## src/rtl/multiplicador_uc.sv

```systemverilog
// Control unit for the shift-add multiplier datapath multiplicador_fd.
// Moore FSM: one CHECK/(ADD)/SHIFT pass per multiplier bit, with the
// iteration count owned by the datapath down-counter (status line zero).
//
// state   | meaning
// --------+--------------------------------------------------------------
// S_IDLE  | waiting for start, ready=1, no strobes
// S_LOAD  | clear A, load B, Q and the iteration counter
// S_CHECK | inspect Q[0] (qlsb) to decide whether to add
// S_ADD   | A <= A + B
// S_SHIFT | shift {A,Q} right, decrement counter, exit when zero was seen
// S_DONE  | one-cycle done pulse, product valid on {A,Q}

module multiplicador_uc (
   input  logic clk,
   input  logic rst,
   input  logic start,
   input  logic qlsb,
   input  logic zero,
   output logic a_rst,
   output logic a_en,
   output logic a_ld,
   output logic b_en,
   output logic b_ld,
   output logic q_en,
   output logic q_ld,
   output logic cnt_en,
   output logic cnt_ld,
   output logic ready,
   output logic busy,
   output logic done
);

   typedef enum logic [2:0] {
      S_IDLE  = 3'd0,
      S_LOAD  = 3'd1,
      S_CHECK = 3'd2,
      S_ADD   = 3'd3,
      S_SHIFT = 3'd4,
      S_DONE  = 3'd5
   } state_t;

   state_t state;
   state_t state_nx;

   // Next-state selection; unused encodings fall back to IDLE.
   always_comb begin
      state_nx = S_IDLE;
      case (state)
         S_IDLE:  state_nx = start ? S_LOAD : S_IDLE;
         S_LOAD:  state_nx = S_CHECK;
         S_CHECK: state_nx = qlsb ? S_ADD : S_SHIFT;
         S_ADD:   state_nx = S_SHIFT;
         S_SHIFT: state_nx = zero ? S_DONE : S_CHECK;
         S_DONE:  state_nx = S_IDLE;
         default: state_nx = S_IDLE;
      endcase
   end

   // State register plus outputs decoded from the state being entered, so
   // every output is a flop that always matches the current state.
   always_ff @(posedge clk) begin
      if (rst) begin
         state  <= S_IDLE;
         a_rst  <= 1'b0;
         a_en   <= 1'b0;
         a_ld   <= 1'b0;
         b_en   <= 1'b0;
         b_ld   <= 1'b0;
         q_en   <= 1'b0;
         q_ld   <= 1'b0;
         cnt_en <= 1'b0;
         cnt_ld <= 1'b0;
         ready  <= 1'b1;
         busy   <= 1'b0;
         done   <= 1'b0;
      end else begin
         state  <= state_nx;
         a_rst  <= (state_nx == S_LOAD);
         a_en   <= (state_nx == S_ADD) || (state_nx == S_SHIFT);
         a_ld   <= (state_nx == S_ADD);
         b_en   <= (state_nx == S_LOAD);
         b_ld   <= (state_nx == S_LOAD);
         q_en   <= (state_nx == S_LOAD) || (state_nx == S_SHIFT);
         q_ld   <= (state_nx == S_LOAD);
         cnt_en <= (state_nx == S_LOAD) || (state_nx == S_SHIFT);
         cnt_ld <= (state_nx == S_LOAD);
         ready  <= (state_nx == S_IDLE);
         busy   <= (state_nx == S_LOAD) || (state_nx == S_CHECK) ||
                   (state_nx == S_ADD)  || (state_nx == S_SHIFT);
         done   <= (state_nx == S_DONE);
      end
   end

endmodule

```

## config.mk

```make
export PLATFORM = sky130hd
export DESIGN_NAME = multiplicador_uc
export DESIGN_NICKNAME = d
export VERILOG_FILES = /design/src/rtl/multiplicador_uc.sv
export SDC_FILE = /design/constraint.sdc
export NUM_CORES = 1
export LEC_CHECK = 0
export BUFFER_PORTS_ARGS = -buffer_cell sky130_fd_sc_hd__buf_2
export CORE_UTILIZATION = 30
export DETAILED_ROUTE_END_ITERATION = 12
export SYNTH_ARGS = -nofsm -noshare
export SYNTH_HDL_FRONTEND = slang
export SYNTH_SLANG_ARGS = --single-unit
```

## constraint.sdc

```tcl
create_clock -name clk -period 1 [get_ports clk]
set_input_delay 0.05 -clock clk [delete_from_list [all_inputs] [get_ports clk]]
set_output_delay 0.05 -clock clk [all_outputs]
set_load 0.005 [all_outputs]
```

# After elaboration in Yosys (flattened, before gate mapping)
# Cells that the tools add are included.
[classes]
reduce_logical = 7
n_mux = 4
eq_ne = 9
[ops]
columns = ["operator", "n"]
rows = [
  ["case mux 3 bit (5 select lines)", 1],
  ["== test 3 x 2 -> 1 bit, second input constant", 4],
  ["== test 3 bit, second input constant", 3],
  ["== test 3 x 1 -> 1 bit, second input constant", 2],
  ["logical NOT 3 bit", 2],
  ["two-way mux 3 bit", 2],
  ["logical OR 1 bit", 5],
  ["two-way mux 1 bit", 1],
]
[totals]
register_bits = 10
elab_cells = 28
output_inout_bits = 12
input_bits = 5

# Longest topological paths before layout
[logic_depth]
ltp_word = 6
depth_mapped = 5
depth_no_buf = 4

# Worst setup path before layout
# No wires, ideal clock.
[synth_timing]
path_kind = "register -> register"
startpoint = "register state[0]"
endpoint = "register done"
required_time_ps = 912
path_stages_with_launch = 6
arrival_time_ps = 1004
n_path_buf = 1
setup_ps = 88
period_less_slack_ps = 1092
setup_slack_ps = -92
cell_sequence = "dfxtp_1 buf_6 nand2b_4 nand3b_1 a21o_1 nor4_2"
[synth_between]
elab_chain_cells = 3
word_cells_on_any_way = 7
cone_classes = "eq/ne (5); mux (1); reduce/logical (1)"
[synth_rtl]
columns = ["element", "line_no", "source"]
rows = [
  ["start, declared", "43", "state_t state;"],
  ["start signal, assigned", "78", "state <= state_nx;"],
  ["== test 3 bit, or another cell as far along", "49", "case (state)"],
  ["case mux 3 bit (5 select lines) *", "49", ""],
  ["== test 3 bit *", "91", "done <= (state_nx == S_DONE);"],
  ["end signal, assigned", "91", ""],
  ["end, declared", "31", "output logic done"],
]
# Mark *: on every way between the ends. The rest lies on a longest branch, timed or not.
# A chain may end at the register's enable or synchronous reset.

# Worst setup path in the final report
# Same ends and word-level chain as after synthesis.

==> impl_metrics.tcl <==
set metrics [dict create \
    htree_levels 1 \
    vdd_ir_drop_max_mv 0.7971 \
    cts_tree "done" \
    grt_max_degree 12 \
    std_cell_rows 13 \
    layout_common_cells "buf_2, buf_4, dfxtp_1" \
    period_needed_ns 1.072 \
    cts_buffers 3 \
    clock_skew_ns 0.005492 \
    tns_ns -0.1458 \
    worst-setup-path-type "reg -> reg" \
    n_fill_cell 126 \
    track_usage_pct 11.92 \
    hold_viol 0 \
    crit_family "simple AND/OR/NAND/NOR gates" \
    max_freq_mhz 933.2 \
    diodes 0 \
    violations "negative setup slack" \
    hp-class "in -> reg" \
    first_global_vias 401 \
    drt_wl_total_um 940 \
    crit_required_ns 1.17 \
    num_vias 433 \
    grt-ovfl-total 0 \
    crit_path_start_kind "register" \
    drc 0 \
    synth.distinct_cells 27 \
    die-width_um 41.76 \
    gp_congestion 0.8723 \
    cpPeakStageDelay_ns 0.39 \
    cts.sink_count 10 \
    first_pass_iters 4 \
    ys_ff_latch 10 \
    crit_arrival_ns 1.25 \
    crit_chain "nand2b_4 > nand3b_1 > a21o_1 > nor4_2" \
    crit_start "state[0]" \
    slowest_stage "dfxtp_4" \
    setup_viol 3 \
    synth_cells 51 \
    hold_path.startpoint "rst" \
    rrSetupSlack_ns -0.07 \
    netlist_area_sq_um 474.2 \
    wire_per_inst_um 11.06 \
    final_common_cell "buf_2" \
    synth_seq_area_share_pct 42.22 \
    worst-path-max-fanout 7 \
    cp.buffers_inverters 0 \
    ios 17 \
    area_growth_pct 33.51 \
    vias_per_cell 5.094 \
    drive_above_1_share_pct 57.14 \
    dpl.hpwl_um 662.2 \
    fin_ws_ns -0.07160 \
    coreArea_sq_um 1383 \
    antenna_left 0 \
    drtIter0Drc 8 \
    post-route-period-util_pct 107.2 \
    initial_utilization_pct 34.30 \
    cts_root_buf "clkbuf_4" \
    max-cap-violations 0 \
    clkLatencyLatePin_ns 0.26 \
    power_density_nw_per_um2 1670 \
    cts_hold_buffers 0 \
    leakagePower_nw 0.2892 \
    die-area_sq_um 1743 \
    slew_viol_final 0 \
    fp.dieH_um 41.76 \
    port_buffers 16 \
    antenna_found_initial 0 \
    maxSlewHeadroom_pct 78.71 \
    status "finished, violations left" \
    worstMarginPinSlew_ns 0.3164 \
    place_area_sq_um 564.3 \
    fin_area_sq_um 633.1 \
    clk_pin_slew_worst_paths_ns 0.07 \
    cts_max_path_buffers 2 \
    endpoint_kind "register" \
    r2r_start "state[0]" \
    ys_warn_count 0 \
    grt_pass1_wl_um 1566 \
    synth_nets 56 \
    rsz0062_at_grt "true" \
    avgSynthCellArea_sq_um 9.298 \
    fin_nets 76 \
]
-- worst paths after layout --
| path | to | cells past startpoint |
|---|---|---|
| min | cnt_en | 2 |
| max reg2reg | done | 4 |
| min reg2reg | state[0] | 1 |
| max | done | 4 |
-- cells in the mapped netlist (all sizes together) --
library cell | number | share of area [%]
a211oi | 2 | 3.2
a21o | 1 | 1.6
a21oi | 1 | 1.1
a31oi | 1 | 1.3
buf | 8 | 13
clkbuf | 1 | 0.79
dfxtp | 10 | 42
inv | 2 | 1.6
mux2 | 1 | 2.4
mux2i | 1 | 2.1
nand2 | 3 | 2.4
nand2b | 2 | 4.2
nand3 | 1 | 1.1
nand3b | 1 | 1.6
nor2 | 3 | 2.4
nor3 | 4 | 4.2
nor4 | 3 | 6.6
o21ai | 3 | 3.2
o21bai | 1 | 1.6
o31a | 1 | 1.8
or3b | 1 | 1.8
-- worst register-to-register path, stage by stage, from the launching register on --
cell	delay, ns
dfxtp_4	0.39
nand2b_4	0.14
nand3b_1	0.08
a21o_1	0.19
nor4_2	0.19
-- per-layer routing --
metal	vias up	wire, um	global-route usage [%]	share of wire [%]
li1	215	-	-	-
met4	0	19	11.61	2.0
met3	2	41	1.739	4.4
met2	13	469	18.75	50
met1	203	408	13.39	43
met5	-	0	0	0
-- logic make-up (layout without fill, tap and decap cells) --
family	after synthesis	in the layout	share of synthesized area, %
simple gates	18	18	24.27
compound gates	10	10	13.72
mux	2	2	4.485
buf+inv	11	30	15.30
flops	10	10	42.22
-- layout make-up --
type	count	area, sq um	area share [%]
timing repair buffer	24	140.1	22.13
clock buffer	4	36.28	5.731
sequential	10	209.0	33.00
inverter	2	7.507	1.186
multi-input combinational	30	221.5	34.98
tap	15	18.77	2.964
-- timing repair --
action | CTS | global route
buffers inserted | 1 | 0
gates resized for setup | 4 | 4
endpoints found under the setup margin | 5 | 6
-- through the flow --
step | std cells | power (mW) | util (%) | worst slack, ns | hold slack [ns]
2_1_floorplan | 51 | 0.6228 | - | -0.07494 | 0.1926
3_3_place_gp | 80 | 0.6809 | 40.81 | -0.1280 | 0.3436
3_5_place_dp | 80 | 0.6832 | 40.81 | -0.1545 | 0.3420
4_1_cts | 85 | 1.049 | 44.52 | -0.07393 | 0.05663
5_1_grt | 85 | 1.123 | 45.79 | -0.1339 | 0.05443
6_report | 85 | 1.057 | 45.79 | -0.07160 | 0.05981
-- sequential cells by signal, summed over array words and instances (netlist names) --
signal  count
cnt_en      1
cnt_ld      1
busy        1
a_en        1
done        1
ready       1
state       3
a_ld        1
-- where the power goes --
group / leakage (nW) / internal (mW) / switching (mW)
registers: 0.0840 / 0.434 / 0.0363
clock network: 0.0210 / 0.221 / 0.133
logic: 0.184 / 0.128 / 0.105
total: 0.289 / 0.783 / 0.275
(Power assumes the default switching activity.)
